$ cat src/rtl/sine_checksum_ctrl.sv
// Streams N_SAMPLES BRAM phase bytes into a CORDIC sine core, sums the sine results and checks
// the sum against EXPECTED_SUM. Define CHK_TIMEOUT_EN to add a watchdog on the DRAIN phase.
module sine_checksum_ctrl #(
  parameter int unsigned      ADDR_W       = 4,
  parameter int unsigned      DATA_W       = 8,
  parameter int unsigned      N_SAMPLES    = 10,
  parameter int unsigned      BRAM_LAT     = 1,
  parameter int unsigned      SUM_W        = 32,
  parameter logic [SUM_W-1:0] EXPECTED_SUM = '0,
  parameter int unsigned      TIMEOUT      = 64
) (
  input  logic              CLK100MHZ,
  input  logic              reset_in,
  input  logic              start,
  output logic              bram_en,
  output logic [ADDR_W-1:0] bram_addr,
  input  logic [DATA_W-1:0] bram_dout,
  output logic              phase_tvalid,
  output logic [DATA_W-1:0] phase_tdata,
  input  logic              dout_tvalid,
  input  logic [31:0]       dout_sin,
  output logic              busy,
  output logic              done,
  output logic              success,
  output logic              error,
  output logic [SUM_W-1:0]  sum_out
);

  localparam int unsigned       CntW     = $clog2(N_SAMPLES + 1);
  localparam logic [ADDR_W-1:0] LastAddr = ADDR_W'(N_SAMPLES - 1);
  localparam logic [CntW-1:0]   NCnt     = CntW'(N_SAMPLES);

  if (N_SAMPLES < 1 || N_SAMPLES > (1 << ADDR_W)) begin : g_bad_n_samples
    $error("N_SAMPLES must be in 1..2**ADDR_W");
  end
  if (BRAM_LAT < 1 || BRAM_LAT > 3) begin : g_bad_bram_lat
    $error("BRAM_LAT must be in 1..3");
  end
  if (SUM_W < 32 || TIMEOUT < 1) begin : g_bad_sum_timeout
    $error("SUM_W must be >= 32 and TIMEOUT >= 1");
  end

  typedef enum logic [1:0] {StIdle, StIssue, StDrain, StCheck} state_e;

  state_e               state_q;
  logic                 bram_en_q;
  logic [ADDR_W-1:0]    bram_addr_q;
  logic [BRAM_LAT-1:0]  vld_sr_q, vld_sr_d;
  logic                 phase_tvalid_q;
  logic [DATA_W-1:0]    phase_tdata_q;
  logic [CntW-1:0]      res_cnt_q, res_cnt_d;
  logic [SUM_W-1:0]     acc_q, acc_d;
  logic                 busy_q, done_q, success_q, error_q, to_q;
  logic [SUM_W-1:0]     sum_out_q;
  logic                 res_take;
  logic signed [SUM_W-1:0] sin_ext;
  logic                 timed_out;

`ifdef CHK_TIMEOUT_EN
  localparam int unsigned WdogW = $clog2(TIMEOUT + 1);
  logic [WdogW-1:0] wdog_q;

  // Counts cycles spent in DRAIN; restarts whenever DRAIN is entered.
  always_ff @(posedge CLK100MHZ) begin
    if (reset_in || state_q != StDrain) begin
      wdog_q <= '0;
    end else begin
      wdog_q <= wdog_q + 1'b1;
    end
  end

  assign timed_out = (wdog_q == WdogW'(TIMEOUT - 1));
`else
  assign timed_out = 1'b0;
`endif

  always_comb begin
    sin_ext   = SUM_W'($signed(dout_sin));
    res_take  = dout_tvalid && (state_q == StIssue || state_q == StDrain) && (res_cnt_q != NCnt);
    acc_d     = acc_q;
    res_cnt_d = res_cnt_q;
    if (res_take) begin
      acc_d     = acc_q + sin_ext;
      res_cnt_d = res_cnt_q + 1'b1;
    end
    // Bit i set means a read issued i+1 cycles ago; the top bit lines up with valid douta.
    vld_sr_d = (vld_sr_q << 1) | BRAM_LAT'(bram_en_q);
  end

  always_ff @(posedge CLK100MHZ) begin
    if (reset_in) begin
      state_q        <= StIdle;
      bram_en_q      <= 1'b0;
      bram_addr_q    <= '0;
      vld_sr_q       <= '0;
      phase_tvalid_q <= 1'b0;
      phase_tdata_q  <= '0;
      res_cnt_q      <= '0;
      acc_q          <= '0;
      busy_q         <= 1'b0;
      done_q         <= 1'b0;
      success_q      <= 1'b0;
      error_q        <= 1'b0;
      to_q           <= 1'b0;
      sum_out_q      <= '0;
    end else begin
      vld_sr_q       <= vld_sr_d;
      phase_tvalid_q <= vld_sr_q[BRAM_LAT-1];
      if (vld_sr_q[BRAM_LAT-1]) begin
        phase_tdata_q <= bram_dout;
      end
      acc_q     <= acc_d;
      res_cnt_q <= res_cnt_d;
      done_q    <= 1'b0;

      unique case (state_q)
        StIdle: begin
          if (start) begin
            state_q     <= StIssue;
            busy_q      <= 1'b1;
            bram_en_q   <= 1'b1;
            bram_addr_q <= '0;
            acc_q       <= '0;
            res_cnt_q   <= '0;
            success_q   <= 1'b0;
            error_q     <= 1'b0;
            to_q        <= 1'b0;
          end
        end
        StIssue: begin
          if (bram_addr_q == LastAddr) begin
            state_q     <= StDrain;
            bram_en_q   <= 1'b0;
            bram_addr_q <= '0;
          end else begin
            bram_addr_q <= bram_addr_q + 1'b1;
          end
        end
        StDrain: begin
          if (res_cnt_q == NCnt) begin
            state_q <= StCheck;
          end else if (timed_out) begin
            state_q <= StCheck;
            to_q    <= 1'b1;
          end
        end
        StCheck: begin
          state_q   <= StIdle;
          busy_q    <= 1'b0;
          done_q    <= 1'b1;
          sum_out_q <= acc_q;
          if (!to_q && acc_q == EXPECTED_SUM) begin
            success_q <= 1'b1;
          end else begin
            error_q <= 1'b1;
          end
        end
        default: state_q <= StIdle;
      endcase
    end
  end

  assign bram_en      = bram_en_q;
  assign bram_addr    = bram_addr_q;
  assign phase_tvalid = phase_tvalid_q;
  assign phase_tdata  = phase_tdata_q;
  assign busy         = busy_q;
  assign done         = done_q;
  assign success      = success_q;
  assign error        = error_q;
  assign sum_out      = sum_out_q;

endmodule
$ cat config.mk
export PLATFORM = sky130hd
export DESIGN_NAME = sine_checksum_ctrl
export DESIGN_NICKNAME = d
export VERILOG_FILES = /design/src/rtl/sine_checksum_ctrl.sv
export SDC_FILE = /design/constraint.sdc
export NUM_CORES = 1
export LEC_CHECK = 0
export BUFFER_PORTS_ARGS = -buffer_cell sky130_fd_sc_hd__buf_4
export CAP_MARGIN = 0
export CORE_ASPECT_RATIO = 0.9
export CORE_MARGIN = 2
export CORE_UTILIZATION = 50
export CTS_CLUSTER_DIAMETER = 80
export DETAILED_ROUTE_END_ITERATION = 8
export PLACE_DENSITY = 0.76
export SYNTH_ARGS = -nofsm -noshare
export SYNTH_HDL_FRONTEND = slang
export SYNTH_SLANG_ARGS = --single-unit
$ cat constraint.sdc
create_clock -name CLK100MHZ -period 2.8 [get_ports CLK100MHZ]
set_clock_uncertainty 0.05 [all_clocks]
set_input_delay 0.42 -clock CLK100MHZ [delete_from_list [all_inputs] [get_ports CLK100MHZ]]
set_output_delay 0.42 -clock CLK100MHZ [all_outputs]
set_load 0.005 [all_outputs]
## Word-level counts from Yosys, hierarchy flattened

Index checks and enable logic that the tools add are counted.

- Logic and storage cells: 63
- Output and inout bits: 50
- Register bits after elaboration: 89

- Reduce and logical (&&, ||, !) cells: 13
- Add/sub/neg operators: 3
- Muxes and demuxes: 23
- Equality and inequality tests: 11

Operator list:

| kind | count |
|---|---|
| two-way mux 32 bit | 3 |
| adder 32 bit | 1 |
| zero test 32 bit | 1 |
| two-way mux 4 bit | 5 |
| AND reduction 3 bit | 4 |
| adder 4 x 1 -> 4 bit (second input constant) | 2 |
| == test 4 bit (second input constant) | 2 |
| case mux 1 bit (2 select lines) | 4 |
| case mux 2 bit (4 select lines) | 1 |
| case mux 4 bit (2 select lines) | 1 |
| two-way mux 1 bit | 6 |
| two-way mux 2 bit | 3 |
| != test 2 bit (second input constant) | 3 |
| == test 2 bit (second input constant) | 2 |
| != test 2 x 1 -> 1 bit (second input constant) | 2 |
| != test 4 bit (second input constant) | 1 |
| AND reduction 2 bit | 2 |
| nonzero test 2 bit | 2 |
| == test 2 x 1 -> 1 bit (second input constant) | 1 |
| logical AND 1 bit | 2 |
| zero test 2 bit | 1 |
| logical OR 1 bit | 1 |

## Logic depth before layout (Yosys ltp)

Gate-level depths: netlist (run 1).

- Word-level depth: 7
- Mapped depth: 10
- Depth with buffers taken out: 10

## Worst setup path before layout (run 1)

Ideal clock, no wire load.

- Kind: input to register
- From: input dout_sin[0]
- To: register acc_q[24]
- Path slack: 0.139 ns
- Stages on the path: 10
- Setup time: 0.122 ns
- Data required time: 2.628 ns
- Buffers on the path: 0
- Data arrival time: 2.489 ns
- Cells stage by stage: ha_1 fa_1 a21oi_1 o211ai_1 a22oi_1 a211oi_1 o21ai_0 nor2b_1 xor2_1 o21ai_0

- Longest elaborated chain between the ends: 4

Ends and longest elaborated chain:

| element | line | RTL |
|---|---|---|
| from (decl) | 21 | `input logic [31:0] dout_sin,` |
| adder 32 bit * | 83 | `acc_d = acc_q + sin_ext;` |
| two-way mux 32 bit * | 82 | `if (res_take) begin` |
| two-way mux 32 bit | 118 | `if (start) begin` |
| two-way mux 32 bit * | 116 | `unique case (state_q)` |
| to (signal assigned) | 99 | `acc_q <= '0;` |
| to (signal assigned) | 112 | `acc_q <= acc_d;` |
| to (signal assigned) | 123 | `acc_q <= '0;` |
| to (decl) | 52 | `logic [SUM_W-1:0] acc_q, acc_d;` |

Mark *: on every way between the ends. The rest lies on a longest branch, timed or not.
A chain may end at the register's enable or synchronous reset.

## Final worst setup path (run 1)

- From: register acc_q[8]
- To: register acc_q[31]

- Longest elaborated chain between the ends: 4

Ends and longest elaborated chain:

| element | line |
|---|---|
| adder 32 bit * | 83 |
| two-way mux 32 bit * | 82 |
| two-way mux 32 bit | 118 |
| two-way mux 32 bit * | 116 |

Marked as above.

==> metrics.csv, run 1 <==
stage,metric,value,unit
global_routing,met2_usage,0.392,
synthesis,synth_top_cells_by_area,"dfxtp_1, ha_1, mux2i_1",
synthesis,synth.distinct_cells,47,
clocking,cts_root_buf,clkbuf_8,
routing,drtPass1Iterations,5,
synthesis,synth_seq_cells,89,
clocking,ctsResizeCount,0,
worst_setup_path,startpoint,acc_q[8],
worst_setup_path,worst-path-buf-inv,0,
global_routing,grt.overflow.total,0,
clocking,clock_latency,0.37,ns
worst_setup_path,reg2reg_from,acc_q[8],
pwr,powerDensity,671,nW/um2
clocking,hold_buffers,0,
global_routing,use_met3,0.0443,
worst_setup_path,crit_chain,"ha_2, nand4_1, nor4_4, o31a_2, o211ai_2, a211o_1, and4_4, o311ai_2, o41ai_2",
synthesis,netlist_area,4980,um2
worst_setup_path,critPathTopFamily,compound AO/OA/AOI/OAI gates,
timing,setup_viol,0,
die,rows,34,
synthesis,yosysTopAreaCellShare,0.358,
layout,nNetsFinal,786,
routing,wl_per_cell,15.4,um
die,start_util,0.513,
routing,drt_iter0_drc,214,
clocking,post_cts_buffers,0,
layout,drive_gt1_frac,0.219,
synthesis,yosysSeqAreaShare,0.358,
global_routing,antenna_found_initial,0,
pwr,finalPower,4.16,mW
die,die-height,98.7,um
synthesis,synth_edf_count,0,
worst_setup_path,reg2reg_depth,9,
layout,antenna_cells,0,
pwr,irDropWorstVdd,0.423,mV
global_routing,busiest_layer,met2,
synthesis,syn-num-nets,677,
worst_setup_path,critPathCaptureType,register,
worst_setup_path,crit_path_top_delay_cell,ha_2,
global_routing,grtUsageTotal,0.244,
worst_setup_path,reg2reg_to,acc_q[31],
synthesis,avgSynthCellArea,8.40,um2
timing,hold_viol_final,0,
layout,area_growth,24.3,%
worst_setup_path,crit_type,reg2reg,
synthesis,yosys_warnings,0,
die,core_area,9700,um2
routing,vias,4605,
timing,fmax,0.378,GHz
placement,dpl_cell_area,5970,um2
global_routing,grt_first_pass_wirelength,21000,um
clocking,cts_buffer_depth,2,
run_status,run_status,finished clean,
timing,worst_slew_pin_slew,0.795,ns
die,die_w,109,um
global_routing,first_global_vias,4377,
routing,finalWirelength,12800,um
synthesis,postSynthCellCount,593,
clocking,cts_tree,done,
worst_setup_path,start_kind,register,
timing,fin_crit_sh,0.946,
worst_setup_path,cp_max_fo,6,
worst_setup_path,reg2reg_slack,0.15,ns
synthesis,synthFlopType,dfxtp_1,
die,ios,94,
routing,viasPerCell,5.53,
worst_setup_path,max_stage_delay,0.40,ns
layout,final_area,6190,um2
global_routing,grtUsageMet1,0.340,
timing,period_minus_slack,2.65,ns
worst_setup_path,critical_path_depth,9,
routing,drc,0,
worst_setup_path,crit_arrival,2.85,ns
synthesis,synth_common_cells,"dfxtp_1, nor2_1, a21oi_1",
synthesis,synth_top_area_cell,dfxtp_1,
layout,num-fill-cells,877,
worst_setup_path,required,3.00,ns
global_routing,grt_max_degree,53,
clocking,clk_pin_slew_worst_paths,0.10,ns
clocking,htreeDepth,3,
clocking,cts_sinks,89,
placement,hpwl,9410,um
synthesis,async_reset_ff_frac,0,
run,maxCapViolCount,0,
timing,drv_slew,0,
synthesis,yosysMostFrequentCell,dfxtp_1,
pwr,p_leak,2.69,nW
timing,relSlewSlack,0.469,
placement,port_buffers,93,
worst_setup_path,setup.worst_path.end,acc_q[31],
hold_path,hp-class,in2reg,
placement,gp_congestion,0.918,
clocking,cts_made_buffers,9,
die,die_area,10800,um2
routing,postRouteAntennaNets,0,
state kept, by name (all words and copies together) (netlist names):
| name | cells |
|---|---|
| res_cnt_q | 4 |
| error | 1 |
| success | 1 |
| busy | 1 |
| phase_tdata | 8 |
| state_q | 2 |
| done | 1 |
| acc_q | 32 |
| phase_tvalid | 1 |
| bram_addr | 4 |
| bram_en | 1 |
| sum_out | 32 |
| vld_sr_q | 1 |
power breakdown:
group	internal [mW]	total, mW	switching [mW]
registers	1.41	1.57	0.161
clock network	0.360	0.869	0.509
logic	0.727	1.71	0.985
final cells by class:
class                           instances  area, um2  area share
Clock buffer                           10        138      0.0222
Clock inverter                          6       48.8     0.00788
Inverter                               16       60.1     0.00970
Multi-Input combinational cell        463       3080       0.498
Sequential cell                        89       1780       0.288
Tap cell                              126        158      0.0255
Timing Repair Buffer                  123        923       0.149
metrics by stage:
stage | worst slack (ns) | setup TNS (ns) | hold WS (ns) | utilization | cells
after global placement | -0.0311 | -0.0484 | 0.423 | 0.615 | 817
after detailed placement | -0.0940 | -0.210 | 0.435 | 0.615 | 817
after CTS | 0.104 | 0 | 0.221 | 0.635 | 833
after global routing | -0.00392 | -0.00704 | 0.228 | 0.638 | 833
final | 0.151 | 0 | 0.233 | 0.638 | 833
after floorplan | 0.139 | 0 | 0.411 | - | 593
cells in the final DEF, fill, tap and decap left out, types with 7 or more instances in the layout:
cell type	Yosys	routed
nand3_1	24	24
nand4_1	9	9
nand2_1	54	54
ha_1	39	36
nor4_1	8	7
inv_1	16	16
xor2_1	11	11
buf_4	0	123
a211oi_1	8	7
o21ai_0	28	28
clkbuf_8	0	10
dfxtp_1	89	89
nor2_1	71	71
a21oi_1	55	54
xnor2_1	11	11
mux2i_1	42	42
a21o_1	19	19
nor3_1	13	13
layer usage:
layer  vias up  part of all wire
li1       2335                 -
met3         6             0.053
met4         0            0.0070
met2       116              0.47
met5         -                 0
met1      2148              0.47
cells by family (layout without fill, tap and decap cells):
family	after synthesis	after routing	synth area share
simple gates	218	218	0.207
compound gates	141	141	0.179
flops	89	89	0.358
mux	42	42	0.0844
buf+inv	41	155	0.0309
fa+ha+maj	40	40	0.102
xor+xnor	22	22	0.0387
worst register-to-register path, delay by kind of cell (launching register included):
kind	cells	cell delay, ns
compound gates	5	1.01
simple gates	3	0.71
fa+ha+maj	1	0.40
flops	1	0.36
worst min-delay path by stage:
stage	from	end	slack, ns	cells past startpoint
after global placement	sum_out[3]	sum_out[3]	0.42	2
after global routing	bram_dout[0]	phase_tdata[0]	0.23	3
after floorplan	acc_q[6]	acc_q[6]	0.41	2
after detailed placement	sum_out[25]	sum_out[25]	0.43	2
final	bram_dout[3]	phase_tdata[3]	0.23	3
after CTS	bram_dout[6]	phase_tdata[6]	0.22	3
Note: power is estimated with default switching activity, not from simulation.
==> inputs of run 2 (changes only) <==
==> config.mk (replaced) <==
export PLATFORM = sky130hd
export DESIGN_NAME = sine_checksum_ctrl
export DESIGN_NICKNAME = d
export VERILOG_FILES = /design/src/rtl/sine_checksum_ctrl.sv
export SDC_FILE = /design/constraint.sdc
export NUM_CORES = 1
export LEC_CHECK = 0
export BUFFER_PORTS_ARGS = -buffer_cell sky130_fd_sc_hd__clkbuf_2
export CAP_MARGIN = 0
export CORE_ASPECT_RATIO = 0.9
export CORE_MARGIN = 2
export CORE_UTILIZATION = 50
export CTS_CLUSTER_DIAMETER = 80
export DETAILED_ROUTE_END_ITERATION = 8
export PLACE_DENSITY_LB_ADDON = 0.05
export SYNTH_ARGS = -nofsm -noshare
export SYNTH_HDL_FRONTEND = slang
export SYNTH_SLANG_ARGS = --single-unit
==> run 2 against run 1 <==
Against the previous run:
- core utilization is 3.3 points lower
- sequential share of layout area grew 1.6 points
- clock power decreased by 4.5%
- cell count decreased by 0.96%
- combinational power down 4%
- cell area is 5.1% lower
- critical path depth stayed put
- critical endpoint unchanged
- maximum frequency increased by 0.96%
- critical path type unchanged
- highest routed layer unchanged
- setup slack gained 0.025 ns
- register-to-register slack better by 0.03 ns
- global-route usage shrank 0.61 points
==> metrics.csv, run 2 (same netlist as run 1, synthesis figures left out) <==
stage,metric,value,unit,change
worst_setup_path,required,3.01,ns,was 3.00 ns
routing,vias,4545,,was 4605
worst_setup_path,worst-path-buf-inv,0,,unchanged
layout,fin_util,0.606,,was 0.638
global_routing,grt.overflow.total,0,,unchanged
pwr,p_leak,2.57,nW,was 2.69 nW
worst_setup_path,crit_type,reg2reg,,unchanged
die,core_area,9700,um2,unchanged
hold_path,min_to,phase_tdata[1],,was phase_tdata[3]
layout,drive_gt1_frac,0.206,,was 0.219
timing,setup_viol,0,,unchanged
layout,final_area,5880,um2,was 6190 um2
clocking,cts_tree,done,,unchanged
pwr,p_comb_frac,0.405,,was 0.412
timing,drv_slew,0,,unchanged
clocking,cts_made_buffers,9,,unchanged
die,die_w,109,um,unchanged
die,die-height,98.7,um,unchanged
layout,multiInputGateArea,3080,um2,about the same
die,die_area,10800,um2,unchanged
worst_setup_path,reg2reg_depth,9,,unchanged
worst_setup_path,cp_max_fo,6,,unchanged
timing,fmax,0.381,GHz,was 0.378 GHz
layout,final_common_cell,clkbuf_2,,was buf_4
timing,fin_crit_sh,0.937,,was 0.946
hold_path,hp-class,in2reg,,unchanged
global_routing,antenna_found_initial,0,,unchanged
layout,antenna_cells,0,,unchanged
worst_setup_path,crit_arrival,2.84,ns,was 2.85 ns
routing,viasPerCell,5.51,,was 5.53
global_routing,grt_max_degree,37,,was 53
worst_setup_path,start_kind,register,,unchanged
timing,worst_slew_pin_slew,0.618,ns,was 0.795 ns
worst_setup_path,reg2reg_to,acc_q[31],,unchanged
die,ios,94,,unchanged
pwr,power_frac_seq,0.390,,was 0.379
die,start_util,0.513,,unchanged
routing,drtPass1Iterations,4,,was 5
global_routing,grt_first_pass_wirelength,20300,um,was 21000 um
placement,hpwl,9220,um,was 9410 um
pwr,p_int,2.40,mW,was 2.50 mW
clocking,cts_sinks,89,,unchanged
timing,tns,0,ns,unchanged
clocking,cts_root_buf,clkbuf_8,,unchanged
placement,dpl_cell_area,5680,um2,was 5970 um2
run_status,run_status,finished clean,,unchanged
pwr,power_frac_clock,0.205,,was 0.209
placement,port_buffers,93,,unchanged
global_routing,first_global_vias,4261,,was 4377
worst_setup_path,critPathCaptureType,register,,unchanged
routing,finalWirelength,12400,um,was 12800 um
timing,rsz0062_at_grt,false,,
worst_setup_path,critPathTopFamily,compound AO/OA/AOI/OAI gates,,unchanged
clocking,hold_buffers,0,,unchanged
timing,relSlewSlack,0.588,,was 0.469
timing,hold_viol_final,0,,unchanged
worst_setup_path,reg2reg_from,acc_q[7],,was acc_q[8]
timing,period_minus_slack,2.62,ns,was 2.65 ns
pwr,switching_power,1.64,mW,was 1.65 mW
clocking,clock_latency,0.39,ns,was 0.37 ns
worst_setup_path,max_stage_delay,0.39,ns,was 0.40 ns
worst_setup_path,crit_chain,"ha_1, nand4_1, nor4_4, o31a_2, o211ai_2, a211o_1, and4_4, o311ai_2, o41ai_2",,"was ha_2, nand4_1, nor4_4, o31a_2, o211ai_2, a211o_1, and4_4, o311ai_2, o41ai_2"
die,rows,34,,unchanged
clocking,clk_pin_slew_worst_paths,0.09,ns,was 0.10 ns
layout,nNetsFinal,778,,was 786
worst_setup_path,crit_path_top_delay_cell,ha_1,,was ha_2
hold_path,hold_depth,3,,unchanged
clocking,cts_buffer_depth,2,,unchanged
layout,num-fill-cells,901,,was 877
worst_setup_path,reg2reg_slack,0.18,ns,was 0.15 ns
layout,regArea,1780,um2,about the same
clocking,htreeDepth,3,,unchanged
hold_path,hold_start,bram_dout[1],,was bram_dout[3]
layout,area_growth,18.0,%,was 24.3%
pwr,powerDensity,688,nW/um2,was 671 nW/um2
layout,final_cell_mix,"clkbuf_2, dfxtp_1, nor2_1",,"was buf_4, dfxtp_1, nor2_1"
pwr,irDropWorstVdd,0.392,mV,was 0.423 mV
run,maxCapViolCount,0,,unchanged
pwr,sw_frac_of_total,0.405,,was 0.398
pwr,finalPower,4.04,mW,was 4.16 mW
routing,postRouteAntennaNets,0,,unchanged
routing,wl_per_cell,15.0,um,was 15.4 um
routing,drt_iter0_drc,194,,was 214
placement,gp_congestion,0.847,,was 0.918
routing,drc,0,,unchanged
global_routing,grtUsageTotal,0.237,,was 0.244
-- run 2: cell types whose count changed in the layout (fill, tap and decap cells not counted), sizes merged --
cell	change
clkinvlp	+1
buf	-101
clkbuf	+94
inv	-2
-- run 2: tightest hold or removal path, stage by stage --
cell and delay (ns):
clkbuf_2 0.07, mux2i_1 0.05, nor2_1 0.07
-- run 2: area by class of cell --
cell class,count,share of cell area
flip-flops and latches,89,0.303
multi-input cells,463,0.523
well taps,126,0.0268
clock buffers,11,0.0224
inverters,16,0.0102
clock inverters,5,0.00660
repair buffers,115,0.107
-- run 2: power by group through the flow --
| stage | clock network (mW) | logic [mW] | registers, mW |
|---|---|---|---|
| floorplan | 0 | 1.16 | 1.56 |
| global placement | 0 | 1.59 | 1.60 |
| detailed placement | 0 | 1.61 | 1.61 |
| CTS | 0.850 | 1.62 | 1.58 |
| global route | 0.893 | 1.82 | 1.60 |
| finish | 0.830 | 1.64 | 1.58 |
-- run 2: routing by layer --
layer | wire [um] | GRT usage
met2 | 5450 | 0.376
met1 | 6130 | 0.320
met4 | 212 | 0.0867
met3 | 586 | 0.0463
met5 | 0 | 0
-- run 2: repair_timing --
item / CTS / global route
resized for setup: 0 / 9
endpoints found under the hold margin: 0 / 0
setup buffers: 0 / 0
setup endpoints to repair: 0 / 7
-- run 2: per-stage QoR --
step                      std cells  hold WS (ns)  worst slack, ns
after floorplan                 593         0.411            0.139
after global placement          809         0.421          -0.0646
after detailed placement        809         0.433           -0.121
after CTS                       825         0.209           0.0739
after global routing            825         0.229           0.0157
final                           825         0.214            0.176
-- run 2: worst max-delay path by stage --
stage                      from   endpoint  slack, ns  cells past startpoint
floorplan           dout_sin[0]  acc_q[24]       0.14                     10
global placement    dout_sin[0]  acc_q[24]      -0.06                     12
CTS                    acc_q[0]  acc_q[24]       0.07                     11
finish                 acc_q[7]  acc_q[31]       0.18                      9
global route           acc_q[7]  acc_q[31]       0.02                      9
detailed placement  dout_sin[0]  acc_q[24]      -0.12                     12
==> inputs of run 3 (changes only) <==
--- a/config.mk
+++ b/config.mk
@@ -7,7 +7,7 @@
 export LEC_CHECK = 0
 export BUFFER_PORTS_ARGS = -buffer_cell sky130_fd_sc_hd__clkbuf_2
 export CAP_MARGIN = 0
-export CORE_ASPECT_RATIO = 0.9
+export CORE_ASPECT_RATIO = 0.75
 export CORE_MARGIN = 2
 export CORE_UTILIZATION = 50
 export CTS_CLUSTER_DIAMETER = 80
==> run 3 against run 2 <==
Against the previous run:
- register-to-register slack got worse by 0.03 ns
- sequential power about the same
- maximum frequency decreased by 1.3%
- cell area increased by 2.6%
- largest power group unchanged
==> metrics.csv, run 3 (same netlist as run 1, synthesis figures left out) <==
stage,metric,value,unit,change
timing,worst_slack,0.142,ns,was 0.176 ns
timing,fin_crit_sh,0.949,,was 0.937
timing,worst_slew_pin_slew,0.691,ns,was 0.618 ns
clocking,clk_pin_slew_worst_paths,0.07,ns,was 0.09 ns
global_routing,grt_first_pass_wirelength,21200,um,was 20300 um
worst_setup_path,start_kind,register,,unchanged
layout,area_growth,21.1,%,was 18.0%
timing,hold_viol_final,0,,unchanged
run_status,run_status,finished clean,,unchanged
global_routing,grt.overflow.total,0,,unchanged
routing,drtPass1Iterations,4,,unchanged
layout,regArea,1780,um2,unchanged
pwr,powerDensity,731,nW/um2,was 688 nW/um2
worst_setup_path,crit_path_top_delay_cell,ha_1,,unchanged
worst_setup_path,crit_chain,"ha_1, nand4_1, nor4_4, o31a_2, o211ai_2, a211o_1, and4_4, o311ai_2, o41ai_2",,unchanged
die,rows,31,,was 34
pwr,finalPower,4.41,mW,was 4.04 mW
timing,relSlewSlack,0.538,,was 0.588
layout,fin_util,0.624,,was 0.606
placement,port_buffers,93,,unchanged
timing,rsz0062_at_grt,false,,unchanged
layout,final_cell_mix,"clkbuf_2, dfxtp_1, nor2_1",,unchanged
layout,antenna_cells,0,,unchanged
timing,period_minus_slack,2.66,ns,was 2.62 ns
layout,num-fill-cells,814,,was 901
routing,drc,0,,unchanged
worst_setup_path,required,2.96,ns,was 3.01 ns
global_routing,first_global_vias,4313,,was 4261
clocking,clock_latency,0.35,ns,was 0.39 ns
worst_setup_path,cp_max_fo,5,,was 6
routing,wl_per_cell,15.2,um,was 15.0 um
layout,multiInputGateArea,3070,um2,was 3080 um2
die,ios,94,,unchanged
die,die_area,10800,um2,about the same
clocking,cts_made_buffers,9,,unchanged
routing,postRouteAntennaNets,0,,unchanged
worst_setup_path,crit_arrival,2.82,ns,was 2.84 ns
timing,setup_viol,0,,unchanged
clocking,cts_sinks,89,,unchanged
worst_setup_path,crit_type,reg2reg,,unchanged
worst_setup_path,max_stage_delay,0.38,ns,was 0.39 ns
timing,fmax,0.376,GHz,was 0.381 GHz
clocking,cts_root_buf,clkbuf_16,,was clkbuf_8
placement,place_ws,-0.0601,ns,was -0.121 ns
worst_setup_path,critPathCaptureType,register,,unchanged
worst_setup_path,reg2reg_depth,9,,unchanged
hold_path,hold_depth,2,,was 3
run,maxCapViolCount,0,,unchanged
timing,tns,0,ns,unchanged
hold_path,hp-class,in2reg,,unchanged
global_routing,grt_max_degree,50,,was 37
layout,nNetsFinal,784,,was 778
routing,drt_iter0_drc,270,,was 194
layout,drive_gt1_frac,0.213,,was 0.206
clocking,cts_buffer_depth,2,,unchanged
clocking,htreeDepth,3,,unchanged
die,die_w,119,um,was 109 um
clocking,cts_tree,done,,unchanged
die,start_util,0.516,,was 0.513
pwr,p_leak,2.65,nW,was 2.57 nW
die,core_area,9660,um2,was 9700 um2
routing,viasPerCell,5.49,,was 5.51
timing,drv_slew,0,,unchanged
routing,finalWirelength,12800,um,was 12400 um
routing,vias,4599,,was 4545
layout,final_common_cell,clkbuf_2,,unchanged
global_routing,antenna_found_initial,0,,unchanged
pwr,irDropWorstVdd,0.317,mV,was 0.392 mV
die,die-height,90.4,um,was 98.7 um
timing,hold-worst-slack,0.252,ns,was 0.214 ns
global_routing,grtUsageTotal,0.244,,was 0.237
placement,hpwl,9470,um,was 9220 um
placement,gp_congestion,0.913,,was 0.847
clocking,post_cts_buffers,0,,unchanged
[run 3: worst max-delay path: cells and delay by family, from the launching register on]
| family | cells | cell delay, ns |
|---|---|---|
| AOI/OAI and AO/OA | 5 | 0.99 |
| and+or+nand+nor | 3 | 0.75 |
| adders and majority gates | 1 | 0.38 |
| DFF | 1 | 0.34 |
[run 3: repair_timing]
| item | in CTS | in global routing |
|---|---|---|
| hold buffers | 0 | 0 |
| endpoints found under the hold margin | 0 | 0 |
| endpoints found under the setup margin | 0 | 4 |
| resized for setup | 0 | 7 |
[run 3: area by class of cell]
type / instances / share of cell area
multi-input cells: 463 / 0.509
flip-flops and latches: 89 / 0.296
repair buffers: 121 / 0.112
clock buffers: 10 / 0.0380
well taps: 132 / 0.0274
inverters: 16 / 0.00996
clock inverters: 6 / 0.00809
[run 3: metrics by stage]
stage	cells	instance area (um2)
5_1_grt	837	6030
4_1_cts	837	6010
6_report	837	6030
2_1_floorplan	593	4980
3_5_place_dp	821	5730
3_3_place_gp	821	5730
[run 3: layer usage]
layer  vias up  share of wire  track usage
li1       2331              -            -
met1      2147           0.51        0.351
met2       105           0.43        0.367
met3        16          0.043       0.0492
met4         0          0.015       0.0774
met5         -              0            0
[run 3: path summary, 6_finish.rpt]
path,to,slack [ns],start
hold / removal,error,0.25,reset_in
setup reg to reg,acc_q[31],0.14,acc_q[5]
setup / recovery,acc_q[31],0.14,acc_q[5]
hold reg to reg,vld_sr_q,0.44,bram_en
[run 3: report_power, final]
group | leakage, nW | switching (mW) | internal [mW]
Sequential | 0.721 | 0.159 | 1.41
Clock | 0.138 | 0.548 | 0.615
Combinational | 1.79 | 0.991 | 0.678
Total | 2.65 | 1.70 | 2.71
